===== config.mk =====
export PLATFORM = sky130hd
export DESIGN_NAME = miller_rx_ctrl
export DESIGN_NICKNAME = d
export VERILOG_FILES = /design/src/rtl/miller_rx_ctrl.sv
export SDC_FILE = /design/constraint.sdc
export NUM_CORES = 1
export LEC_CHECK = 0
export ABC_AREA = 1
export CORE_ASPECT_RATIO = 0.75
export CORE_MARGIN = 5
export CORE_UTILIZATION = 56
export DETAILED_ROUTE_END_ITERATION = 10
export PLACE_DENSITY = 0.88
export REMOVE_ABC_BUFFERS = 1
export SYNTH_ARGS = -nofsm -noshare
export SYNTH_HDL_FRONTEND = slang
export SYNTH_SLANG_ARGS = --single-unit
export TNS_END_PERCENT = 20

===== constraint.sdc =====
create_clock -name in_clk -period 2.28 [get_ports in_clk]
set_clock_uncertainty 0.1 [all_clocks]
set_input_delay 0.684 -clock in_clk [delete_from_list [all_inputs] [get_ports in_clk]]
set_output_delay 0.684 -clock in_clk [all_outputs]
set_load 0.005 [all_outputs]

===== src/rtl/miller_rx_ctrl.sv =====
// Receive-frame sequencer for the PCD->PICC modified-Miller path: arms SoF/decoder,
// frames decoded bits into parity-checked bytes and closes the frame on EoF or timeout.
module miller_rx_ctrl #(
    parameter int ETU_CLKS    = 32,
    parameter int TIMEOUT_ETU = 4,
    parameter int CNT_W       = 6
) (
    input  logic             in_clk,
    input  logic             in_PoR,
    input  logic             in_rx_en,
    input  logic             in_sof,
    input  logic             in_eof,
    input  logic             in_bit_valid,
    input  logic             in_bit,
    output logic             out_sof_arm,
    output logic             out_dec_enable,
    output logic             out_sof_rearm,
    output logic [7:0]       out_byte,
    output logic             out_byte_valid,
    output logic [CNT_W-1:0] out_byte_cnt,
    output logic             out_parity_err,
    output logic             out_short_frame,
    output logic [3:0]       out_resid_bits,
    output logic             out_frame_done,
    output logic             out_timeout,
    output logic             out_busy
);

    // state     | meaning
    // S_IDLE    | reception disabled, all enables low
    // S_ARMED   | SoF detector armed, waiting for SoF rising edge
    // S_RECEIVE | decoder enabled, framing bits, inactivity timer running
    // S_DONE    | one cycle, frame closed by EoF
    // S_ERROR   | one cycle, frame aborted by inactivity timeout

    localparam int TO_CLKS = TIMEOUT_ETU * ETU_CLKS;
    localparam int TMR_W   = $clog2(TO_CLKS + 1);
    localparam logic [TMR_W-1:0] TMR_LOAD = TMR_W'(TO_CLKS);

    typedef enum logic [2:0] {
        S_IDLE,
        S_ARMED,
        S_RECEIVE,
        S_DONE,
        S_ERROR
    } state_t;

    state_t             state, state_nxt;
    logic               sof_q;
    logic               sof_edge;
    logic [TMR_W-1:0]   timer, timer_nxt;
    logic [3:0]         pos, pos_nxt;
    logic [7:0]         shift, shift_nxt;
    logic [CNT_W-1:0]   cnt_nxt;
    logic               perr_nxt;
    logic               short_nxt;
    logic [3:0]         resid_nxt;
    logic [7:0]         byte_nxt;
    logic               byte_valid_nxt;

    always_ff @(negedge in_clk or negedge in_PoR) begin
        if (!in_PoR) state <= S_IDLE;
        else         state <= state_nxt;
    end

    always_comb begin
        state_nxt      = state;
        timer_nxt      = timer;
        pos_nxt        = pos;
        shift_nxt      = shift;
        cnt_nxt        = out_byte_cnt;
        perr_nxt       = out_parity_err;
        short_nxt      = out_short_frame;
        resid_nxt      = out_resid_bits;
        byte_nxt       = out_byte;
        byte_valid_nxt = 1'b0;
        sof_edge       = in_sof & ~sof_q;

        unique case (state)
            S_IDLE: begin
                if (in_rx_en) state_nxt = S_ARMED;
            end
            S_ARMED: begin
                if (!in_rx_en) begin
                    state_nxt = S_IDLE;
                end else if (sof_edge) begin
                    state_nxt = S_RECEIVE;
                    timer_nxt = TMR_LOAD;
                    pos_nxt   = 4'd0;
                    shift_nxt = 8'h00;
                    cnt_nxt   = '0;
                    perr_nxt  = 1'b0;
                    short_nxt = 1'b0;
                    resid_nxt = 4'd0;
                end
            end
            S_RECEIVE: begin
                if (in_bit_valid) begin
                    timer_nxt = TMR_LOAD;
                    if (pos == 4'd8) begin
                        // odd parity: data bits plus parity bit must XOR to 1
                        pos_nxt        = 4'd0;
                        byte_nxt       = shift;
                        byte_valid_nxt = 1'b1;
                        if (out_byte_cnt != '1) cnt_nxt = out_byte_cnt + 1'b1;
                        if (!((^shift) ^ in_bit)) perr_nxt = 1'b1;
                    end else begin
                        shift_nxt[pos[2:0]] = in_bit;
                        pos_nxt             = pos + 4'd1;
                    end
                end else if (timer != '0) begin
                    timer_nxt = timer - 1'b1;
                end

                // bit handling above runs first so EoF sees the updated position/count
                if (!in_rx_en) begin
                    state_nxt = S_IDLE;
                end else if (in_eof) begin
                    state_nxt = S_DONE;
                    if (cnt_nxt == '0 && pos_nxt == 4'd7) begin
                        byte_nxt       = {1'b0, shift_nxt[6:0]};
                        byte_valid_nxt = 1'b1;
                        short_nxt      = 1'b1;
                        resid_nxt      = 4'd0;
                    end else begin
                        resid_nxt = pos_nxt;
                    end
                end else if (!in_bit_valid && timer == '0) begin
                    state_nxt = S_ERROR;
                    resid_nxt = pos;
                end
            end
            S_DONE, S_ERROR: begin
                state_nxt = in_rx_en ? S_ARMED : S_IDLE;
            end
            default: state_nxt = S_IDLE;
        endcase
    end

    always_ff @(negedge in_clk or negedge in_PoR) begin
        if (!in_PoR) begin
            sof_q           <= 1'b0;
            timer           <= '0;
            pos             <= 4'd0;
            shift           <= 8'h00;
            out_sof_arm     <= 1'b0;
            out_dec_enable  <= 1'b0;
            out_sof_rearm   <= 1'b0;
            out_byte        <= 8'h00;
            out_byte_valid  <= 1'b0;
            out_byte_cnt    <= '0;
            out_parity_err  <= 1'b0;
            out_short_frame <= 1'b0;
            out_resid_bits  <= 4'd0;
            out_frame_done  <= 1'b0;
            out_timeout     <= 1'b0;
            out_busy        <= 1'b0;
        end else begin
            sof_q           <= in_sof;
            timer           <= timer_nxt;
            pos             <= pos_nxt;
            shift           <= shift_nxt;
            out_sof_arm     <= (state_nxt == S_ARMED);
            out_dec_enable  <= (state_nxt == S_RECEIVE);
            out_busy        <= (state_nxt == S_RECEIVE);
            out_sof_rearm   <= (state_nxt == S_DONE) || (state_nxt == S_ERROR);
            out_frame_done  <= (state_nxt == S_DONE);
            out_timeout     <= (state_nxt == S_ERROR);
            out_byte        <= byte_nxt;
            out_byte_valid  <= byte_valid_nxt;
            out_byte_cnt    <= cnt_nxt;
            out_parity_err  <= perr_nxt;
            out_short_frame <= short_nxt;
            out_resid_bits  <= resid_nxt;
        end
    end

endmodule


==> impl_results.md <==
- Final Slew Violations: 0
- Ratio of cells with drive above 1 in the final layout: 0.416
- Vias after detailed routing: 3617
- Core ar.: 4930 um2
- P_sw: roughly 1.2 mW
- Reg power frac: 0.385
- Critical path launch point type: input pin
- FF+latch count, synth: 50
- Cell variety after synth: 33
- Area grow syn2layout: 44.8%
- Worst path arrival time: 2.29 ns
- FF/Latch Area: 1250 um2
- Synth warnings: 0
- Number of buffers added on ports: 33
- Failing checks: negative setup slack
- Worst Hold Class: flip-flop to flip-flop
- Crit-path slowest cell: nor2_2
- Reg-to-reg slack, setup: -0.49 ns
- Delay-heaviest family, CP: simple AND/OR/NAND/NOR gates
- First-pass GRT wire length: 17000 um
- Vias in the first global route: roughly 3300
- Synth Cell Area: 2870 um2
- Slew headroom: 0.731
- Hpwl dp: 6220 um
- Root Buffer: clkbuf_8
- Die area: about 6700 um2
- Met3 Usage GRT: 0.0653
- Final Cell Area: 4160 um2
- Setup TNS: -45.32 ns
- GRT Residual Overflow: 0
- Total global-route track usage: 0.325
- Row cnt: 22
- Largest net degree at the start of global routing: 30
- Global route hottest layer: met2
- Clock sink total: 50
- Largest stage delay, worst path: 0.22 ns
- Final setup vio count: 76
- Kind of critical path: input pin to flip-flop
- Power Total: 3.14 mW
- Clock Power Share: 0.215
- H-tree depth: 2
- Dpl ws: -1.68 ns
- Crit end category: flip-flop
- Internal cell power: 1.93 mW
- CP bufs+invs: 2
- Placed standard-cell area: about 3700 um2
- RSZ-0062 raised after global routing: true
- DRC Markers: 0
- Max cap viols: 0
- Worst Setup Slack, final: -1.10 ns
- Fin. Hold Viols: 0
- Crit-path max FO: 4
- WHS: 0.317 ns
- Layout Cells excl Fill: approximately 550
- Antenna diodes: 0
- Critical Path Most Common Cell: nand3_2
- GR Util met1: 0.405
- Met2 usage: 0.545
- P_leak: about 2.1 nW
- Status: complete, but fails checks
- Hold path cells: 2
- Mean Syn Cell Area: ~7.7 um2
- Worst slew pin tran: slightly below 0.4 ns
- Mapped Cells: 373
- Starting Density: 0.583
- Placed cells: between 500 and 600
- CTS clk-pin slew, worst paths: 0.08 ns
- CTS buffer count: 5
- R2R depth: 14
- Register area share after synthesis: 0.435
- Die extent in x: 92.7 um
- Critical path required time: 1.19 ns
- CTS tree: built
- Final WL: 12700 um
- Multi-input logic area: 1670 um2
- Top-Level Pins: 34
- Routed length per instance: 23.1 um
- Routability Congestion: 0.979
- CP Cell Sequence: buf_8 > nand2_1 > nor2_2 > nand2_1 > nand3_2 > nand3_2 > nor2_4 > nand4_4 > buf_4 > nand3_2 > o21ai_1
- Worst-Skew Late Latency: 0.32 ns
- DR pass1 iterations: 6
- WP depth: 11
- Worst IR drop on VDD: around 450 uV
- CTS Hold Bufs: 0
- Fill cell count: 246
- Final core utilization: 0.845
- DRT iter0 DRCs: 664
- CTS Buffer Depth: 2
- Initial antenna violation count: 0
- Post-DRT Antenna Nets: 0
- Via/cell ratio: 6.60
- Pwr/cell area: 754 nW/um2
- Switching share of power: 0.386
- Power share of the combinational group: 0.400
- Chip Height: about 70 um
- Layout Nets: 499
## repair_timing
item / in CTS / in global routing
setup endpoints to repair: 76 / 76
buffers inserted: 12 / 7
gates resized for setup: 180 / 47
pin swaps: 16 / 18
endpoints found under the hold margin: 0 / 0
## cells by family after synthesis
| logic type | share of synthesized area |
|---|---|
| flip-flops | 0.435 |
| buffers and inverters | 0.0736 |
| XOR/XNOR | 0.0213 |
| AO/OA/AOI/OAI | 0.112 |
| AND/OR/NAND/NOR | 0.336 |
| adder cells (fa/ha/maj) | 0.0218 |
## tightest hold or removal path: cells and delay by family, from the launching register on
family	cells	cell delay, ns
flops	1	0.40
simple gates	2	0.10
## path summary, 6_finish.rpt
kind / from / to
setup / recovery: in_bit_valid / out_byte[7]
hold / removal: out_parity_err / out_parity_err
setup reg to reg: out_byte_cnt[1] / out_byte[7]
hold reg to reg: out_parity_err / out_parity_err
max in group asynchronous: in_PoR / shift[1]
min in group asynchronous: in_PoR / out_byte_cnt[3]
## layout make-up
cell class                 instances  area share
timing repair buffer             115       0.210
tap                               60      0.0180
inverter                          45      0.0430
clock buffer                       5      0.0165
sequential                        50       0.301
clock inverter                     3      0.0114
multi-input combinational        270       0.401
## state kept, by name, summed over array words and instances (netlist names)
| register | count |
|---|---|
| out_timeout | 1 |
| out_resid_bits | 4 |
| out_byte | 8 |
| out_short_frame | 1 |
| pos | 4 |
| out_frame_done | 1 |
| shift | 8 |
| state | 3 |
| sof_q | 1 |
| out_byte_cnt | 6 |
| timer | 8 |
| out_sof_rearm | 1 |
| out_busy | 1 |
| out_byte_valid | 1 |
| out_parity_err | 1 |
| out_sof_arm | 1 |
## layout by cell type, fill, tap and decap left out, types with 3 or more instances in the layout
master    Yosys  layout
nand2_1     103      80
buf_4         1      72
dfrtn_1      50      50
inv_1        44      38
buf_2         1      27
nand2_2       6      25
nor2_1       30      22
nand3_1      28      20
o21ai_1       3      15
o21ai_0      30      14
a21oi_1      13      12
nand3_2       6      11
nor2_4        5      11
buf_6         1       8
nand4_1       7       7
nor2_2        4       6
nand2_4       2       6
inv_2         1       5
xnor2_1       5       5
ha_1          5       5
clkbuf_8      0       5
nand3_4       1       4
o21ai_2       0       4
nor3_1        4       3
o22ai_1       5       3
buf_8         0       3
## metal layers
layer  routed length [um]  vias to the layer above  part of all wire
met4                 1160                        0             0.092
met3                 1690                      147              0.13
met2                 5470                      382              0.43
met1                 4340                     1639              0.34
met5                    0                        -                 0
li1                     -                     1449                 -
## cell usage after synthesis
library cell	n	area, um2
nor2_1	30	113
a211oi_1	2	15.0
nor3_2	1	10.0
nand3_1	28	140
inv_2	1	3.75
nand2_2	6	37.5
clkbuf_1	5	18.8
buf_4	1	7.51
xor2_1	2	17.5
nand4_4	1	21.3
nor2_2	4	25.0
nand3_2	6	60.1
nand3_4	1	17.5
nor2_4	5	56.3
o31ai_1	1	7.51
buf_2	1	5.00
and3_1	1	6.26
buf_6	1	11.3
nand4_1	7	43.8
ha_1	5	62.6
a21oi_1	13	65.1
o22ai_1	5	31.3
inv_1	44	165
a32o_1	2	20.0
nor3_1	4	20.0
xnor2_1	5	43.8
o311ai_0	2	17.5
and2_1	1	6.26
o21ai_1	3	15.0
nand2_4	2	22.5
nand2_1	103	387
o21ai_0	30	150
dfrtn_1	50	1250
## power by group through the flow
| stage | registers [mW] | logic, mW | clock network [mW] |
|---|---|---|---|
| global route | 1.22 | 1.35 | 0.711 |
| global placement | 1.19 | 1.01 | 0 |
| detailed placement | 1.19 | 1.06 | 0 |
| floorplan | 1.20 | 0.480 | 0 |
| finish | 1.21 | 1.26 | 0.674 |
| CTS | 1.18 | 1.06 | 0.656 |
No activity file was read; power rests on OpenSTA's default activity.
